<file path="src/rtl/cen_accumulator.sv">
// Frame accumulator for the centering path: sums N_SAMPLES four-channel samples
// and presents the registered frame sums with a one-cycle sum_valid strobe.
module cen_accumulator #(
    parameter int DATA_W    = 32,
    parameter int SUM_W     = 40,
    parameter int N_SAMPLES = 128
) (
    input  logic              clk,
    input  logic              rst_n,
    input  logic              start,
    input  logic              in_valid,
    output logic              in_ready,
    input  logic [DATA_W-1:0] x1,
    input  logic [DATA_W-1:0] x2,
    input  logic [DATA_W-1:0] x3,
    input  logic [DATA_W-1:0] x4,
    output logic              busy,
    output logic              sum_valid,
    output logic [SUM_W-1:0]  sum1,
    output logic [SUM_W-1:0]  sum2,
    output logic [SUM_W-1:0]  sum3,
    output logic [SUM_W-1:0]  sum4,
    output logic              dbg_state
);

    localparam int CNT_W = $clog2(N_SAMPLES);
    localparam logic [CNT_W-1:0] LAST_CNT = CNT_W'(N_SAMPLES - 1);

    // Handshake: a sample transfers on a rising edge where in_valid && in_ready;
    // in_ready depends only on registered state, never on in_valid.
    typedef enum logic {
        IDLE  = 1'b0,
        ACCUM = 1'b1
    } state_t;

    state_t                  state_q, state_d;
    logic [CNT_W-1:0]        cnt_q, cnt_d;
    logic [3:0][SUM_W-1:0]   acc_q, acc_d;
    logic [3:0][SUM_W-1:0]   sum_q, sum_d;
    logic                    sum_valid_q, sum_valid_d;
    logic [3:0][SUM_W-1:0]   x_ext;
    logic                    accept;
    logic                    last_accept;

    assign x_ext[0]    = SUM_W'(x1);
    assign x_ext[1]    = SUM_W'(x2);
    assign x_ext[2]    = SUM_W'(x3);
    assign x_ext[3]    = SUM_W'(x4);
    assign accept      = in_valid && in_ready;
    assign last_accept = accept && (cnt_q == LAST_CNT);

    always_ff @(posedge clk or negedge rst_n) begin
        if (!rst_n) begin
            state_q <= IDLE;
        end else begin
            state_q <= state_d;
        end
    end

    always_comb begin
        state_d = state_q;
        case (state_q)
            IDLE:    if (start) state_d = ACCUM;
            ACCUM:   if (last_accept) state_d = IDLE;
            default: state_d = IDLE;
        endcase
    end

    always_comb begin
        in_ready  = (state_q == ACCUM);
        busy      = (state_q == ACCUM);
        dbg_state = state_q;
    end

    always_comb begin
        acc_d       = acc_q;
        cnt_d       = cnt_q;
        sum_d       = sum_q;
        sum_valid_d = 1'b0;
        if (state_q == IDLE && start) begin
            acc_d = '0;
            cnt_d = '0;
        end
        if (accept) begin
            for (int i = 0; i < 4; i++) begin
                acc_d[i] = acc_q[i] + x_ext[i];
            end
            cnt_d = cnt_q + CNT_W'(1);
            if (last_accept) begin
                // The sum outputs take the completed totals directly, so they
                // are valid in the same cycle the strobe is high.
                for (int i = 0; i < 4; i++) begin
                    sum_d[i] = acc_q[i] + x_ext[i];
                end
                sum_valid_d = 1'b1;
                cnt_d       = '0;
            end
        end
    end

    always_ff @(posedge clk or negedge rst_n) begin
        if (!rst_n) begin
            acc_q       <= '0;
            cnt_q       <= '0;
            sum_q       <= '0;
            sum_valid_q <= 1'b0;
        end else begin
            acc_q       <= acc_d;
            cnt_q       <= cnt_d;
            sum_q       <= sum_d;
            sum_valid_q <= sum_valid_d;
        end
    end

    assign sum_valid = sum_valid_q;
    assign sum1      = sum_q[0];
    assign sum2      = sum_q[1];
    assign sum3      = sum_q[2];
    assign sum4      = sum_q[3];

endmodule

</file>
<file path="config.mk">
export PLATFORM = sky130hd
export DESIGN_NAME = cen_accumulator
export DESIGN_NICKNAME = d
export VERILOG_FILES = /design/src/rtl/cen_accumulator.sv
export SDC_FILE = /design/constraint.sdc
export NUM_CORES = 1
export LEC_CHECK = 0
export ABC_AREA = 1
export CORE_UTILIZATION = 35
export DETAILED_ROUTE_END_ITERATION = 6
export GPL_ROUTABILITY_DRIVEN = 0
export PLACE_DENSITY = 0.61
export SETUP_SLACK_MARGIN = 0.02
export SYNTH_ARGS = -nofsm -noshare
export SYNTH_HDL_FRONTEND = slang
export SYNTH_SLANG_ARGS = --single-unit
</file>
<file path="constraint.sdc">
create_clock -name clk -period 5.45 [get_ports clk]
set_input_delay 0.8175 -clock clk [delete_from_list [all_inputs] [get_ports clk]]
set_output_delay 0.8175 -clock clk [all_outputs]
set_load 0.01 [all_outputs]
</file>
==> out/qor.txt <==
status -> complete, no violations
Sw Ratio -> 0.466
Slew headroom -> 0.242
Pleak -> 15.0 nW
VDD IR max -> 0.197 mV
Post-Synth XOR/XNOR Area -> 0.0258
largest net degree at the start of global routing -> 204
final WL -> 72100 um
critical path peak fanout -> 125
routed wire length per instance -> 15.5 um
Post-CTS Setup Inserts -> 0
FF-to-FF Start -> busy$_DFF_PN0_
CTS resizes -> 0
initial core utilization -> 0.354
via/cell ratio -> 4.77
H-tree depth -> 2
# IOs -> 296
die width -> 257 um
Final period util -> 0.601
type of origin of the critical path -> flop
clock skew -> 0.0241 ns
Final Cell Area -> 27900 sq um
critical path endpoint category -> flop
clock tree from TritonCTS -> built
net total in the final layout -> 4044
combinational share of power -> 0.525
largest family of logic cells by synthesized area -> simple AND/OR/NAND/NOR gates
WS Path Type -> flop to flop
Clk Latency, worst-skew pair -> 0.57 ns
Port Buffer Count -> 295
cts bufs inserted -> 40
Simple-Gate Fraction of Synth Area -> 0.381
CTS root buffer -> clkbuf_16
1st-iter DRT viols -> 1552
antenna viol nets, final -> 0
commonest non-fill, non-tap cell in the layout -> nand2_1
cell-internal power -> 7.04 mW
Seq/Total Area, Yosys -> 0.362
number of max-cap violations -> 0
reg2reg path depth -> 6
r2r endpoint -> acc_q[122]$_DFFE_PN0P_
P per Cell Area -> 472 nW/um^2
DR pass1 iterations -> 6
Reg power frac -> 0.259
syn nets -> 3772
first-pass GRT wire length -> 115000 um
Slew @ Worst Pin -> 1.14 ns
initial antenna violation count -> 3
Clk pwr share -> 0.216
DRC viols -> 0
synthesized flop and latch total -> 329
CTS Sinks -> 329
# hold bufs at CTS -> 0
Slew Limit Fails -> 0
antenna diode count -> 0
DP Area -> 26600 sq um
Synth Area per Inst -> 6.49 sq um
commonest cells after routing, fill and taps aside -> nand2_1 (1480), inv_1 (469), dfrtp_1 (329), nand3_1 (319), clkdlybuf4s50_1 (294)
share of cells above drive strength 1 -> 0.0250
Fmax -> 306 MHz
Final HPWL DP -> 54600 um
final critical-path required period -> 3.27 ns
Critical Path RT -> 5.94 ns
die extent in y -> 257 um
post-synthesis mux area share -> 0
setup_tns -> 0 ns
worst min-delay path category -> primary input to asynchronous set/reset pin
Area growth syn-to-layout -> 22.8%
via count -> 22.2k
CTS clk-pin slew, worst paths -> 0.06 ns
# rows -> 93
final setup violation count -> 0
Adder-Cell Fraction of Synth Area -> 0.0744
reg-to-reg slack, setup -> 2.18 ns
core area -> 64300 sq um
Synth cell types -> 32
final hold vios -> 0
sw power -> 6.14 mW
grt ovf -> 0
synth warn -> 0
clock buffer depth -> 3
synthesized instance count -> 3507
GR Util All Layers -> 0.218
fillers -> 6780
number of global-route vias before repair -> 21.6k
Die ar. -> 66000 sq um
synthesized area -> 22800 sq um
RSZ-0062 raised after global routing -> no
Compound-Gate Fraction of Synth Area -> 0.0643
WP data arrival -> 3.76 ns
[metrics by stage]
stage                     cells  hold WS (ns)  total power [mW]  setup slack (ns)   util
after detailed placement   4592         0.465              10.3              1.61  0.413
after CTS                  4662         0.286              13.2              2.13  0.434
after global routing       4662         0.326              14.4              1.93  0.434
final                      4662         0.274              13.2              2.18  0.434
after floorplan            3507         0.453              8.39              2.96      -
after global placement     4592         0.465              10.3              1.66  0.413
[worst max-delay path by stage]
stage / from / endpoint / slack [ns] / cells after the start
floorplan: x2[0] / acc_q[56]$_DFFE_PN0P_ / 2.96 / 13
global placement: in_valid / acc_q[122]$_DFFE_PN0P_ / 1.66 / 7
detailed placement: in_valid / acc_q[122]$_DFFE_PN0P_ / 1.61 / 7
CTS: busy$_DFF_PN0_ / acc_q[8]$_DFFE_PN0P_ / 2.13 / 7
global route: busy$_DFF_PN0_ / acc_q[11]$_DFFE_PN0P_ / 1.93 / 7
finish: busy$_DFF_PN0_ / acc_q[122]$_DFFE_PN0P_ / 2.18 / 6
[layout make-up]
class | instances | area (sq um) | share of cell area
clock inverters | 11 | 198 | 0.00707
repair buffers | 306 | 3080 | 0.110
inverters | 472 | 1790 | 0.0639
well taps | 855 | 1070 | 0.0383
flip-flops and latches | 329 | 8230 | 0.295
multi-input cells | 2630 | 12400 | 0.444
clock buffers | 59 | 1170 | 0.0420
[per-layer routing]
| layer | GRT usage | wire length, um | vias to the layer above |
|---|---|---|---|
| met5 | 0 | 42 | - |
| met4 | 0.0506 | 1410 | 6 |
| met3 | 0.0388 | 4360 | 89 |
| met2 | 0.358 | 32500 | 571 |
| met1 | 0.297 | 33800 | 10079 |
| li1 | - | - | 11483 |
[kinds of logic after synthesis]
| logic type | Yosys count |
|---|---|
| flip-flops | 329 |
| XOR/XNOR | 67 |
| buffers and inverters | 548 |
| AND/OR/NAND/NOR | 2147 |
| AO/OA/AOI/OAI | 283 |
| adder cells (fa/ha/maj) | 133 |
[power by group through the flow]
stage,sequential [mW],clock (mW),combinational [mW]
after global routing,3.48,3.02,7.87
after global placement,3.44,0,6.84
after CTS,3.40,2.93,6.90
after detailed placement,3.43,0,6.87
final,3.41,2.85,6.92
after floorplan,3.30,0,5.09
[sequential cells by signal (all words and copies together) (netlist names)]
name	cells
sum2	40
busy	1
acc_q	160
cnt_q	7
sum_valid	1
sum4	40
sum1	40
sum3	40
[worst max-delay path, stage by stage, from the launching register on]
cell and delay [ns]:
dfrtp_1 0.57, nand2_2 0.56, buf_4 0.35, nand2_1 0.19
inv_6 0.79, buf_4 0.40, a22o_1 0.17
[synthesized netlist by cell type (all sizes together)]
master | n | area (sq um)
o22ai | 2 | 12.5
nor4 | 10 | 62.6
nor2 | 266 | 1010
o21ai | 154 | 771
nand4 | 8 | 50.1
nand2 | 1481 | 5560
dfrtp | 329 | 8230
ha | 129 | 1610
a21oi | 112 | 561
inv | 472 | 1770
nand3b | 18 | 135
buf | 41 | 214
a22o | 3 | 26.3
a32o | 1 | 10.0
fa | 4 | 80.1
nand3 | 320 | 1610
xor2 | 22 | 193
nor3 | 28 | 140
or2 | 16 | 100
a21o | 3 | 22.5
xnor2 | 45 | 394
o21bai | 8 | 60.1
clkbuf | 35 | 131
No activity file was read; power rests on OpenSTA's default activity.
